File: src/rtl/huffman_pkg.sv
// huffman_pkg
// Shared definitions for the Huffman encoder/decoder pair: symbol and
// length widths, default code/FIFO sizes and the decoder FSM state encoding.
// No ports; import with "import huffman_pkg::*;".
package huffman_pkg;

  localparam int SYM_W          = 4;   // symbol index width
  localparam int NUM_SYM        = 16;  // code-table entries
  localparam int LEN_W          = 4;   // code-length field width
  localparam int CODE_MAX_DEF   = 8;   // default longest codeword
  localparam int FIFO_DEPTH_DEF = 4;   // default symbol buffer depth

  typedef logic [1:0] state_t;

  localparam state_t ST_IDLE   = 2'd0;
  localparam state_t ST_DECODE = 2'd1;
  localparam state_t ST_FAULT  = 2'd2;

endpackage

File: src/rtl/huffman_sym_fifo.sv
// huffman_sym_fifo
// Small synchronous FIFO buffering decoded symbols.
// Ports:
//   clk, reset        : clock, synchronous active-high reset
//   push, push_data   : write request and data
//   pop               : read request (ignored while empty)
//   pop_data          : head entry, forced to zero while empty
//   full, empty       : occupancy flags
// A push while full is accepted only when a pop happens in the same cycle;
// otherwise it is dropped here and the caller reports the overflow.
module huffman_sym_fifo
  import huffman_pkg::*;
#(
  parameter int DEPTH = FIFO_DEPTH_DEF,
  parameter int W     = SYM_W
) (
  input  logic         clk,
  input  logic         reset,
  input  logic         push,
  input  logic [W-1:0] push_data,
  input  logic         pop,
  output logic [W-1:0] pop_data,
  output logic         full,
  output logic         empty
);

  localparam int PTR_W = $clog2(DEPTH);

  logic [PTR_W-1:0] wr_ptr_q, wr_ptr_d;
  logic [PTR_W-1:0] rd_ptr_q, rd_ptr_d;
  logic [PTR_W:0]   count_q, count_d;
  logic [W-1:0]     mem_q [DEPTH];
  logic [W-1:0]     mem_d [DEPTH];
  logic             push_ok;
  logic             pop_ok;

  assign full  = (count_q == (PTR_W+1)'(DEPTH));
  assign empty = (count_q == '0);

  // When full, the simultaneous pop frees the slot the push writes into.
  assign push_ok = push & (~full | pop);
  assign pop_ok  = pop & ~empty;

  // Zero the head when empty so stale entries never leak out.
  assign pop_data = empty ? '0 : mem_q[rd_ptr_q];

  always_comb begin
    mem_d    = mem_q;
    wr_ptr_d = wr_ptr_q;
    rd_ptr_d = rd_ptr_q;
    count_d  = count_q;
    if (push_ok) begin
      mem_d[wr_ptr_q] = push_data;
      wr_ptr_d        = wr_ptr_q + 1'b1;
    end
    if (pop_ok) begin
      rd_ptr_d = rd_ptr_q + 1'b1;
    end
    if (push_ok && !pop_ok) begin
      count_d = count_q + 1'b1;
    end else if (!push_ok && pop_ok) begin
      count_d = count_q - 1'b1;
    end
  end

  always_ff @(posedge clk) begin
    if (reset) begin
      wr_ptr_q <= '0;
      rd_ptr_q <= '0;
      count_q  <= '0;
    end else begin
      wr_ptr_q <= wr_ptr_d;
      rd_ptr_q <= rd_ptr_d;
      count_q  <= count_d;
    end
  end

  // Storage needs no reset: occupancy alone decides what is visible.
  always_ff @(posedge clk) begin
    mem_q <= mem_d;
  end

endmodule

File: src/rtl/huffman_decoder.sv
// huffman_decoder
// Serial Huffman decoder with a writable 16-entry code table and a small
// output symbol FIFO.
// Ports:
//   Clk, Reset            : clock, synchronous active-high reset
//   Dec_en                : decode enable (IDLE <-> DECODE, leaves FAULT)
//   Bit_in, Bit_valid     : serial codeword bits, MSB first
//   Tbl_wr, Tbl_sym,
//   Tbl_len, Tbl_code     : code-table write port (len 0 = unused entry)
//   Sym_rd                : pop the FIFO head
//   Sym_out, Sym_valid    : FIFO head symbol and non-empty flag
//   Err                   : high while in FAULT (no code matched CODE_MAX bits)
//   Ovf                   : sticky, a decoded symbol was dropped on a full FIFO
module huffman_decoder
  import huffman_pkg::*;
#(
  parameter int CODE_MAX   = CODE_MAX_DEF,
  parameter int FIFO_DEPTH = FIFO_DEPTH_DEF
) (
  input  logic                Clk,
  input  logic                Reset,
  input  logic                Dec_en,
  input  logic                Bit_in,
  input  logic                Bit_valid,
  input  logic                Tbl_wr,
  input  logic [SYM_W-1:0]    Tbl_sym,
  input  logic [LEN_W-1:0]    Tbl_len,
  input  logic [CODE_MAX-1:0] Tbl_code,
  input  logic                Sym_rd,
  output logic [SYM_W-1:0]    Sym_out,
  output logic                Sym_valid,
  output logic                Err,
  output logic                Ovf
);

  state_t              state_q, state_d;
  logic [CODE_MAX-1:0] acc_q, acc_d;
  logic [LEN_W-1:0]    cnt_q, cnt_d;
  logic                ovf_q, ovf_d;
  logic [LEN_W-1:0]    tbl_len_q  [NUM_SYM];
  logic [LEN_W-1:0]    tbl_len_d  [NUM_SYM];
  logic [CODE_MAX-1:0] tbl_code_q [NUM_SYM];
  logic [CODE_MAX-1:0] tbl_code_d [NUM_SYM];

  logic                accept;
  logic [CODE_MAX-1:0] acc_n;
  logic [LEN_W-1:0]    cnt_n;
  logic [CODE_MAX-1:0] code_mask;
  logic                hit;
  logic [SYM_W-1:0]    hit_sym;
  logic                push;
  logic                fifo_pop;
  logic                fifo_full;
  logic                fifo_empty;

  assign accept = (state_q == ST_DECODE) & Bit_valid;
  assign acc_n  = {acc_q[CODE_MAX-2:0], Bit_in};
  assign cnt_n  = cnt_q + 1'b1;

  // Keeps the low cnt_n bits; a shift by CODE_MAX yields an all-ones mask.
  assign code_mask = ~({CODE_MAX{1'b1}} << cnt_n);

  // Matching reads the registered table, so a same-cycle write is not seen.
  // Scanning downward lets the lowest matching index overwrite the result.
  always_comb begin
    hit     = 1'b0;
    hit_sym = '0;
    for (int s = NUM_SYM - 1; s >= 0; s--) begin
      if ((tbl_len_q[s] == cnt_n) &&
          (((tbl_code_q[s] ^ acc_n) & code_mask) == '0)) begin
        hit     = 1'b1;
        hit_sym = SYM_W'(s);
      end
    end
  end

  // Any exit from DECODE discards the partial codeword.
  always_comb begin
    state_d = state_q;
    acc_d   = acc_q;
    cnt_d   = cnt_q;
    push    = 1'b0;
    case (state_q)
      ST_IDLE: begin
        if (Dec_en) begin
          state_d = ST_DECODE;
        end
      end
      ST_DECODE: begin
        if (accept) begin
          if (hit) begin
            push  = 1'b1;
            acc_d = '0;
            cnt_d = '0;
          end else if (cnt_n == LEN_W'(CODE_MAX)) begin
            state_d = ST_FAULT;
            acc_d   = '0;
            cnt_d   = '0;
          end else begin
            acc_d = acc_n;
            cnt_d = cnt_n;
          end
        end
        if (!Dec_en && (state_d == ST_DECODE)) begin
          state_d = ST_IDLE;
          acc_d   = '0;
          cnt_d   = '0;
        end
      end
      ST_FAULT: begin
        if (!Dec_en) begin
          state_d = ST_IDLE;
        end
      end
      default: begin
        state_d = ST_IDLE;
        acc_d   = '0;
        cnt_d   = '0;
      end
    endcase
  end

  // Table writes are allowed in every state.
  always_comb begin
    tbl_len_d  = tbl_len_q;
    tbl_code_d = tbl_code_q;
    if (Tbl_wr) begin
      tbl_len_d[Tbl_sym]  = Tbl_len;
      tbl_code_d[Tbl_sym] = Tbl_code;
    end
  end

  // A push lost to a full FIFO latches Ovf until reset.
  assign fifo_pop = Sym_rd & ~fifo_empty;

  always_comb begin
    ovf_d = ovf_q | (push & fifo_full & ~fifo_pop);
  end

  always_ff @(posedge Clk) begin
    if (Reset) begin
      state_q <= ST_IDLE;
      acc_q   <= '0;
      cnt_q   <= '0;
      ovf_q   <= 1'b0;
      for (int s = 0; s < NUM_SYM; s++) begin
        tbl_len_q[s] <= '0;
      end
    end else begin
      state_q   <= state_d;
      acc_q     <= acc_d;
      cnt_q     <= cnt_d;
      ovf_q     <= ovf_d;
      tbl_len_q <= tbl_len_d;
    end
  end

  // Codewords are only meaningful with a non-zero length, so no reset.
  always_ff @(posedge Clk) begin
    tbl_code_q <= tbl_code_d;
  end

  huffman_sym_fifo #(
    .DEPTH (FIFO_DEPTH),
    .W     (SYM_W)
  ) u_fifo (
    .clk       (Clk),
    .reset     (Reset),
    .push      (push),
    .push_data (hit_sym),
    .pop       (fifo_pop),
    .pop_data  (Sym_out),
    .full      (fifo_full),
    .empty     (fifo_empty)
  );

  assign Sym_valid = ~fifo_empty;
  assign Err       = (state_q == ST_FAULT);
  assign Ovf       = ovf_q;

endmodule
File: config.mk
export PLATFORM = sky130hd
export DESIGN_NAME = huffman_decoder
export DESIGN_NICKNAME = d
export VERILOG_FILES = /design/src/rtl/huffman_pkg.sv /design/src/rtl/huffman_sym_fifo.sv /design/src/rtl/huffman_decoder.sv
export SDC_FILE = /design/constraint.sdc
export NUM_CORES = 1
export LEC_CHECK = 0
export ABC_AREA = 1
export CAP_MARGIN = 25
export CORE_ASPECT_RATIO = 0.7
export CORE_MARGIN = 2
export CORE_UTILIZATION = 40
export DETAILED_ROUTE_END_ITERATION = 10
export GPL_TIMING_DRIVEN = 1
export PLACE_DENSITY = 0.62
export SLEW_MARGIN = 30
export SYNTH_ARGS = -nofsm -noshare
export SYNTH_HDL_FRONTEND = slang
export SYNTH_SLANG_ARGS = --single-unit
File: constraint.sdc
create_clock -name Clk -period 4.5 [get_ports Clk]
set_input_delay 0.675 -clock Clk [delete_from_list [all_inputs] [get_ports Clk]]
set_output_delay 0.675 -clock Clk [all_outputs]
set_load 0.005 [all_outputs]
After elaboration in Yosys (flattened, before gate mapping)
Index checks and enable logic that the tools add are counted.

storage, ports and cells
  register bits after elaboration = 229
  input bits = 23
  logic and storage cells = 240

operators by class
  add/subtract/negate cells = 5
  magnitude comparators = 5
  equality and inequality tests = 24
  shift operators = 1
  mux-type cells = 68
  bitwise logic cells = 48
  reduce and logical (&&, ||, !) cells = 46

operators with widths
  kind                 count
  $and 8x8->8          16
  $bwmux 128           1
  $logic_not 8->1      16
  $xor 8x8->8          16
  $mux 4               25
  $bwmux 64            1
  $eq 4x4->1           16
  $demux 8 s4          1
  $mux 7               4
  $logic_and 1x1->1    21
  $mux 1               19
  $bwmux 16            1
  $demux 4 s4          1
  $mux 2               7
  $pmux 7 s2           1
  $bmux 4 s2           1
  $demux 4 s2          1
  $mux 8               1
  $not 8->8            1
  $pmux 4 s2           1
  $shl 8x4->8 const A  1
  $and 1x1->1          6
  $ge 3x3->1 const B   2
  $mux 3               2
  24 further kinds     35

Logic depth before layout (Yosys ltp)
Gate-level depths: netlist of run 1.

  depth in word-level cells = 30
  gate-level depth with buffers = 26
  mapped depth without buffers = 25

Hierarchy
A second synthesis of run 1 with hierarchy kept.

second synthesis, totals
  cells, all modules = 1265
  area total of the unflattened synthesis = 11320.9 µm²

modules (own cells, without submodules)
  module            instances  cells each  area an instance (µm²)  sequential area each (µm²)
  huffman_decoder   1          1151        10232.3                 5405.2
  huffman_sym_fifo  1          114         1088.5                  620.6

Least setup slack after synthesis of run 1
Ideal clock, no wire load.

  path kind = reg2reg
  start point = reg cnt_q[0]
  end point = reg u_fifo.count_q[2]
  data arrival time = 3.369 ns
  path slack = 1.009 ns
  cell stages (with the launch flop) = 24
  buffers on the path = 2
  path through = dfxtp_1 -> buf_2 -> inv_1 -> ha_1 -> buf_2 -> nand2_2 -> nor2_4 -> a21oi_1 -> nor4b_1 -> nand2_1 -> nand2_2 -> nor2_4 -> nand2_2 -> nor2_8 -> nor2_2 -> nand2_2 -> inv_1 -> ha_1 -> inv_1 -> fa_1 -> a21oi_1 -> o21ai_0 -> o21ai_0 -> a21oi_1

between the ends
  cells in the longest elaborated chain, start to end = 29
  elaborated cells between the ends (all ways) = 92
  those cells by class = add/sub (1); eq/ne (16); shift (1); mux (20); bitwise (18); reduce/logical (36)

ends and longest elaborated chain
  element                      RTL line                RTL
  from (decl)                  huffman_decoder.sv:38   logic [LEN_W-1:0] cnt_q, cnt_d;
  from (signal assigned)       huffman_decoder.sv:152  cnt_q <= cnt_d;
  $add 4x1->4 *                huffman_decoder.sv:58   assign cnt_n = cnt_q + 1'b1;
  $shl 8x4->8                  huffman_decoder.sv:61   assign code_mask = ~({CODE_MAX{1'b1}} << cnt_n);
  $not 8->8                    huffman_decoder.sv:61
  $and 8x8->8                  huffman_decoder.sv:70   (((tbl_code_q[s] ^ acc_n) & code_mask) == '0)) begin
  $logic_not 8->1              huffman_decoder.sv:70
  $logic_and 1x1->1            huffman_decoder.sv:69   if ((tbl_len_q[s] == cnt_n) &&
  $mux 1 (15 in a row)         huffman_decoder.sv:69
  $mux 1 *                     huffman_decoder.sv:69
  $mux 1 *                     huffman_decoder.sv:91   if (hit) begin
  $mux 1 *                     huffman_decoder.sv:90   if (accept) begin
  $mux 1 *                     huffman_decoder.sv:83   case (state_q)
  $and 1x1->1 *                huffman_sym_fifo.sv:41  assign push_ok = push & (~full | pop);
  net u_fifo.push_ok           huffman_sym_fifo.sv:34  logic push_ok;
  $logic_not 1->1              huffman_sym_fifo.sv:61  end else if (!push_ok && pop_ok) begin
  $logic_and 1x1->1            huffman_sym_fifo.sv:61
  $reduce_bool 2->1 (no line)  n/a
  to (signal assigned)         huffman_sym_fifo.sv:74  count_q <= count_d;
  to (decl)                    huffman_sym_fifo.sv:31  logic [PTR_W:0] count_q, count_d;

The timed path passes the listed nets; every way through them passes the cells marked *.
A chain may end at the register's enable or synchronous reset.

Worst setup path after layout of run 1
  start point = reg cnt_q[1]
  end point = reg u_fifo.count_q[2]

The elaborated chain is that of the path after synthesis.

==> results of run 1 <==
[sequential cells by signal (all words and copies together) (netlist names)]
name and cells:
acc_q 7, state_q 2, u_fifo.rd_ptr_q 2, u_fifo.count_q 3, u_fifo.mem_q 16, cnt_q 4
tbl_len_q 64, tbl_code_q 128, u_fifo.wr_ptr_q 2, Ovf 1
[cells in the mapped netlist]
cell type	instances
a21boi_0	1
nor3_1	24
buf_2	18
nand2_1	203
a21oi_2	3
nor4b_1	2
o211ai_1	4
nand3_2	2
nand3_4	1
nand3b_1	1
o22ai_1	3
edfxtp_1	144
a2111oi_0	1
o31ai_1	1
nand2_4	2
dfxtp_1	85
o2111ai_1	9
nor2_2	3
o21a_1	2
xnor2_1	20
o22ai_2	1
inv_2	5
clkbuf_1	24
nor2_8	1
buf_4	6
xor2_1	97
ha_1	8
buf_6	3
a31oi_1	3
o21ai_0	104
nand3_1	16
o21ai_1	17
a21oi_1	72
nand2_2	9
o21bai_1	1
or2_2	40
nor3b_1	7
nor2_1	183
fa_1	1
nand4_1	11
nor4_1	2
inv_1	93
nor2_4	3
[worst reg2reg max path, cell delays in order, from the launching register on]
cell     delay, ns
dfxtp_1       0.47
ha_1          0.25
inv_1         0.07
nand2_1       0.09
nand2_4       0.17
nor2_2        0.14
nand2_2       0.21
inv_1         0.24
o21ai_1       0.12
nor3_1        0.31
nand2_1       0.11
nand2_1       0.13
nor2_2        0.06
nand2_1       0.15
nor2_8        0.08
nor2_2        0.10
nand2_2       0.11
inv_1         0.08
ha_1          0.14
inv_1         0.07
fa_1          0.43
a21oi_1       0.14
o21ai_0       0.12
o21ai_0       0.16
a21oi_1       0.05
[worst paths after layout]
path                                                  endpoint  slack, ns  depth (start not counted)
worst min register to register                  Ovf$_SDFF_PP0_       0.47                          1
worst max register to register  u_fifo.count_q[2]$_SDFFE_PP0P_       0.38                         24
worst max-delay path            u_fifo.count_q[2]$_SDFFE_PP0P_       0.38                         24
worst min-delay path                            Ovf$_SDFF_PP0_       0.47                          1
[cell families after synthesis]
| kind of cell | after synthesis | share of synthesized area [%] |
|---|---|---|
| AOI/OAI and AO/OA | 222 | 10.7 |
| xor gates and xnor gates | 117 | 9.12 |
| DFF | 229 | 53.6 |
| buffers and inverters | 149 | 5.58 |
| and+or+nand+nor | 510 | 20.0 |
| adders and majority gates | 9 | 1.07 |
[per-stage QoR]
step / hold WS, ns / cells / power, mW / area [um^2] / worst slack (ns)
CTS: 0.467 / 1659 / 5.18 / 12800 / 0.372
global route: 0.488 / 1660 / 5.37 / 12800 / 0.0142
finish: 0.468 / 1660 / 5.15 / 12800 / 0.377
detailed placement: 0.457 / 1616 / 3.14 / 12000 / 0.212
global placement: 0.449 / 1616 / 3.13 / 12000 / 0.183
floorplan: 0.439 / 1236 / 2.86 / 11200 / 1.01
[timing repair]
item / 4_1_cts / 5_1_grt
resized for setup: 0 / 1
endpoints found under the setup margin: 0 / 1
hold buffers: 0 / 0
buffers inserted: 0 / 1
[routing by layer]
| metal | routed length, um | share of wire (%) | vias up | GRT usage (%) |
|---|---|---|---|---|
| met4 | 554 | 1.9 | 0 | 4.16 |
| met1 | 14200 | 50 | 3953 | 29.3 |
| met5 | 0 | 0 | - | 0 |
| met3 | 1680 | 5.9 | 38 | 3.00 |
| met2 | 12000 | 42 | 225 | 29.8 |
| li1 | - | - | 4155 | - |
[layout make-up]
cell class                 count  area (um^2)
sequential                   229         6030
timing repair buffer          61          543
clock inverter                10         97.6
clock buffer                  33          707
inverter                      98          368
multi-input combinational    858         4610
fill                        2645        14900
tap                          371          464
[power by group through the flow]
stage               Sequential (mW)  Combinational [mW]  Clock (mW)
floorplan                      2.38               0.488           0
global placement               2.40               0.733           0
detailed placement             2.40               0.740           0
CTS                            2.36               0.744        2.08
global route                   2.36               0.834        2.17
finish                         2.36               0.751        2.04
[layout by cell type (no fill, tap or decap), types with 4 or more instances in the layout]
master           count
clkdlybuf4s50_1     29
xor2_1              97
clkinv_1             6
nand3_1             16
nand4_1             11
clkbuf_1             4
edfxtp_1           144
clkbuf_16           26
nand2_2              9
o21ai_0            104
inv_2                5
nor2_2               6
nand2_1            203
o2111ai_1            9
or2_2               40
nor3_1              24
inv_1               92
ha_1                 8
o21ai_1             17
nor3b_1              7
dfxtp_1             84
a21oi_1             72
buf_4               31
o211ai_1             4
xnor2_1             20
nor2_1             180
==> metrics.cfg, run 1 <==
[final_layout]
final_nets = 1304
final_util_pct = 46.3
area_growth_pct = 14.0
insertedDiodeCount = 0
drive_gt1_share_pct = 10.9

[logic_synthesis]
synth-seq-cells = 229
synth.avg_cell_area_um2 = 9.10
synth_largest_area_cell = edfxtp_1
yosys_warnings = 0
syn_nets = 1268
ys_top_cells_by_area = edfxtp_1 38%, dfxtp_1 15%, xor2_1 7.6%
ys_seq_area_share_pct = 53.6
synth_area_um2 = 11200
syn_inst = 1236
ys_types = 43
synth_top_area_share_pct = 38.5

[setup_path]
crit_start = cnt_q[1]$_SDFFE_PP0P_
crit_arrival_ns = 4.54
critical_path_buf_inv_count = 4
path_delay_family = simple AND/OR/NAND/NOR gates
crit_path_end_kind = flop
critPathRequiredTime_ns = 4.91
r2r_start = cnt_q[1]$_SDFFE_PP0P_
max_stage_delay_ns = 0.47
crit_fanout = 13
critPathLaunchType = flop
slowest_stage = dfxtp_1
path_cells = ha_1, inv_1, nand2_1, nand2_4, nor2_2, nand2_2, inv_1, o21ai_1, nor3_1, nand2_1, nand2_1, nor2_2, nand2_1, nor2_8, nor2_2, nand2_2, inv_1, ha_1, inv_1, fa_1, a21oi_1, o21ai_0, o21ai_0, a21oi_1
crit_type = flop to flop

[min_path]
hp-start = Ovf$_SDFF_PP0_
worstHoldPathType = flop to flop

[floorplanning]
dieArea_um2 = 29500
rows = 51
initial_core_util_pct = 40.6
ios = 30
die_w_um = 204
fp.coreArea_um2 = 27700
die_y_um = 144

[power]
power.switching_mw = 1.35
sequentialPowerShare_pct = 45.8
clockPowerShare_pct = 39.6
combPwrFrac_pct = 14.6
peakVddDrop_uv = 273
cellPowerDensity_nw_per_um2 = 401
swShare_pct = 26.2
internal-power_mw = 3.80
p_leak_nw = 5.08

[grt]
antenna_found_initial = 1
grt_pass1_wl_mm = 44.2
first_global_vias = 7744
grt_usage_pct = 19.5
overflow = 0
grt_max_degree = 72

[timing]
fin_skew_ns = 0.0154
final-max-slew-violation-count = 0
fin_tns_setup_ns = 0
fmax_ghz = 0.243
setup_violations = 0
rsz0062_at_grt = false
finalCriticalPeriod_ns = 4.12
hold_violations = 0
post-route-period-util_pct = 91.6
relSlewSlack_pct = 36.6
tightest_slew_ns = 0.943

[route]
ant_nets = 0
via_per_inst = 5.04
avgRoutedWirePerCell_um = 17.2
finalWirelength_mm = 28.5
drc_errors = 0
num_vias = 8371
drtIter0Drc = 736
drt_first_pass_iters = 5

[clock_network]
cts_buffers = 24
clock-sinks = 229
cts_tree = built
clk_pin_slew_worst_paths_ns = 0.06
cts.path.max_buffers = 3
clkLatencyLatePin_ns = 0.53
htree_levels = 1
root_buffer = clkbuf_16

[job]
maxCapViolCount = 0

[placement]
port_buffers = 29
hpwlAfterDp_mm = 19.5
place.gp.congestion = 0.896

[status]
status = finished, final reports clean

(Power assumes the default switching activity.)
==> run 2: changes to the inputs <==
- SYNTH_HIERARCHICAL: not set -> 1
==> run 2 against run 1 <==
Net effect:
- final area down 0.14%
- total power shrank 8.9%
- maximum frequency grew 2.8%
- clock-buffer cell count fell by 5
- worst hold slack got worse by 0.016 ns
- cell count up 2.0%
==> metrics.cfg, run 2 <==
[final_layout]
insertedDiodeCount = 0
area_growth_pct = 13.1
final_common_cell = nor2_1
layout_common_cells = 221 x nor2_1, 217 x nand2_1, 144 x edfxtp_1, 98 x inv_1, 89 x o21ai_0
top_regs = tbl_code_q (128), tbl_len_q (64), u_fifo/mem_q (16)
final_nets = 1338
largest_register = tbl_code_q
num-fill-cells = 2707
largest_reg_flops = 128
drive_gt1_share_pct = 9.75

[setup_path]
crit_fanout = 11
crit_path_end_kind = flop
crit_type = flop to flop
critPathRequiredTime_ns = 4.93
crit_arrival_ns = 4.44
critPathLaunchType = flop

[clock_network]
clk_pin_slew_worst_paths_ns = 0.07
post_cts_resize_count = 0
postCtsHoldBufs = 0
cts_buffers = 23
root_buffer = clkbuf_16
clkLatencyLatePin_ns = 0.54
htree_levels = 1
cts_tree = built
postCtsSetupRepairBufs = 0
cts.path.max_buffers = 3
clock-sinks = 229

[power]
fin_total_pwr_mw = 4.69
p_leak_nw = 5.17
cellPowerDensity_nw_per_um2 = 366
peakVddDrop_uv = 309

[logic_synthesis]
async_flop_share_pct = 0
yosys_warnings = 6
synth-edff-count = 144
ys_top_cells_by_count = 223 x nor2_1, 217 x nand2_1, 144 x edfxtp_1
synth_most_common_cell = nor2_1
synth_area_um2 = 11300
synth_top_area_share_pct = 38.2
ys_seq_area_share_pct = 53.2
synth-seq-cells = 229
syn_nets = 1297
ys_top_cells_by_area = edfxtp_1 38%, dfxtp_1 15%, nor2_1 7.4%
synth.avg_cell_area_um2 = 8.95
syn_inst = 1265
ys_types = 45
synth_largest_area_cell = edfxtp_1
synth_ff_type = edfxtp_1

[placement]
place.gp.congestion = 0.892
port_buffers = 29
hpwlAfterDp_mm = 20.3

[floorplanning]
fp.coreArea_um2 = 27800
die_w_um = 205
ios = 30
dieArea_um2 = 29700
rows = 51
die_y_um = 145
initial_core_util_pct = 40.7

[timing]
tightest_slew_ns = 0.953
final-max-slew-violation-count = 0
fin_skew_ns = 0.0277
hold_ws_ns = 0.452
rsz0062_at_grt = false
fin_tns_setup_ns = 0
relSlewSlack_pct = 36.3
finalCriticalPeriod_ns = 4.01
post-route-period-util_pct = 89.1
hold_violations = 0
setup_violations = 0
fmax_ghz = 0.249

[grt]
grt_max_degree = 67
grt_usage_pct = 20.6
antenna_found_initial = 0
grt_pass1_wl_mm = 46.6
first_global_vias = 8076
overflow = 0

[route]
ant_nets = 0
via_per_inst = 5.12
drtIter0Drc = 721
finalWirelength_mm = 29.5
drc_errors = 0
avgRoutedWirePerCell_um = 17.4
num_vias = 8678
drt_first_pass_iters = 5

[status]
status = finished, final reports clean

[min_path]
worstHoldPathType = flop to flop

[job]
maxCapViolCount = 0

run 2: cell count changes in the layout (fill, tap and decap cells not counted), moves of 10 or more:
cell,delta
nand2_1,+14
o21ai_0,-15
nor3_1,-11
nand3_1,+17
a21oi_1,-10
nor2_1,+41
run 2: final timing paths:
check	slack, ns	end	start	cells after the start
worst min-delay path	0.45	Ovf$_SDFF_PP0_	Ovf$_SDFF_PP0_	2
worst max register to register	0.49	u_fifo/count_q[2]$_SDFFE_PP0P_	cnt_q[1]$_SDFFE_PP0P_	25
worst min register to register	0.45	Ovf$_SDFF_PP0_	Ovf$_SDFF_PP0_	2
worst max-delay path	0.49	u_fifo/count_q[2]$_SDFFE_PP0P_	cnt_q[1]$_SDFFE_PP0P_	25
run 2: kinds of logic (layout without fill, tap and decap cells):
kind of cell | count (synthesis) | count (layout) | share of synthesized area, %
compound gates | 186 | 186 | 8.95
xor+xnor | 114 | 114 | 8.82
fa+ha+maj | 9 | 9 | 1.06
buf+inv | 150 | 208 | 5.63
flops | 229 | 229 | 53.2
simple gates | 577 | 577 | 22.3
run 2: power by group:
group          internal (mW)  switching, mW  total (mW)
Combinational          0.175          0.347       0.522
Clock                   1.01          0.838        1.85
Sequential              2.29         0.0307        2.32
Total                   3.47           1.22        4.69
run 2: metrics by stage:
stage	worst slack, ns	cells	cell area (um^2)	utilization (%)
2_1_floorplan	0.848	1265	11300	-
3_3_place_gp	0.403	1652	12100	43.4
3_5_place_dp	0.338	1652	12100	43.4
4_1_cts	0.518	1694	12800	46.0
5_1_grt	0.0354	1694	12800	46.0
6_report	0.489	1694	12800	46.0
run 2: final cells by class:
cell class,instances,area [um^2],area share (%)
Inverter,105,394,3.08
Multi-Input combinational cell,886,4660,36.4
Tap cell,371,464,3.63
Clock buffer,28,634,4.96
Clock inverter,14,88.8,0.694
Sequential cell,229,6030,47.1
Timing Repair Buffer,61,531,4.14
run 2: worst max-delay path, stage by stage, from the launching register on:
cell and delay, ns:
dfxtp_1 0.46, ha_1 0.24, nand2_1 0.15, nand2_2 0.19, nand3_2 0.34, buf_4 0.30
nand2_1 0.06, nand3_1 0.12, nor3_1 0.18, nand4_1 0.16, nand2_1 0.15, nor2_2 0.06
nand2_1 0.12, nor2_4 0.07, nor2_2 0.11, nand2_1 0.12, inv_1 0.08, ha_1 0.16
inv_1 0.07, fa_1 0.39, inv_1 0.07, nand2_1 0.04, nand3_1 0.10, nand2_1 0.06
nand2_1 0.05, nor2_1 0.03
run 2: per-layer routing:
metal,GRT usage (%),vias to the layer above,share of wire [%],wire length (um)
li1,-,4265,-,-
met1,31.1,4113,49,14600
met2,31.1,272,42,12400
met3,3.56,28,7.6,2240
met4,3.71,0,1.3,389
met5,0,-,0,0
==> run 3: changes to the inputs <==
- TNS_END_PERCENT: not set -> 1
==> results of run 3 <==
No change in the layout: final DEF, timing and power equal those of run 2.
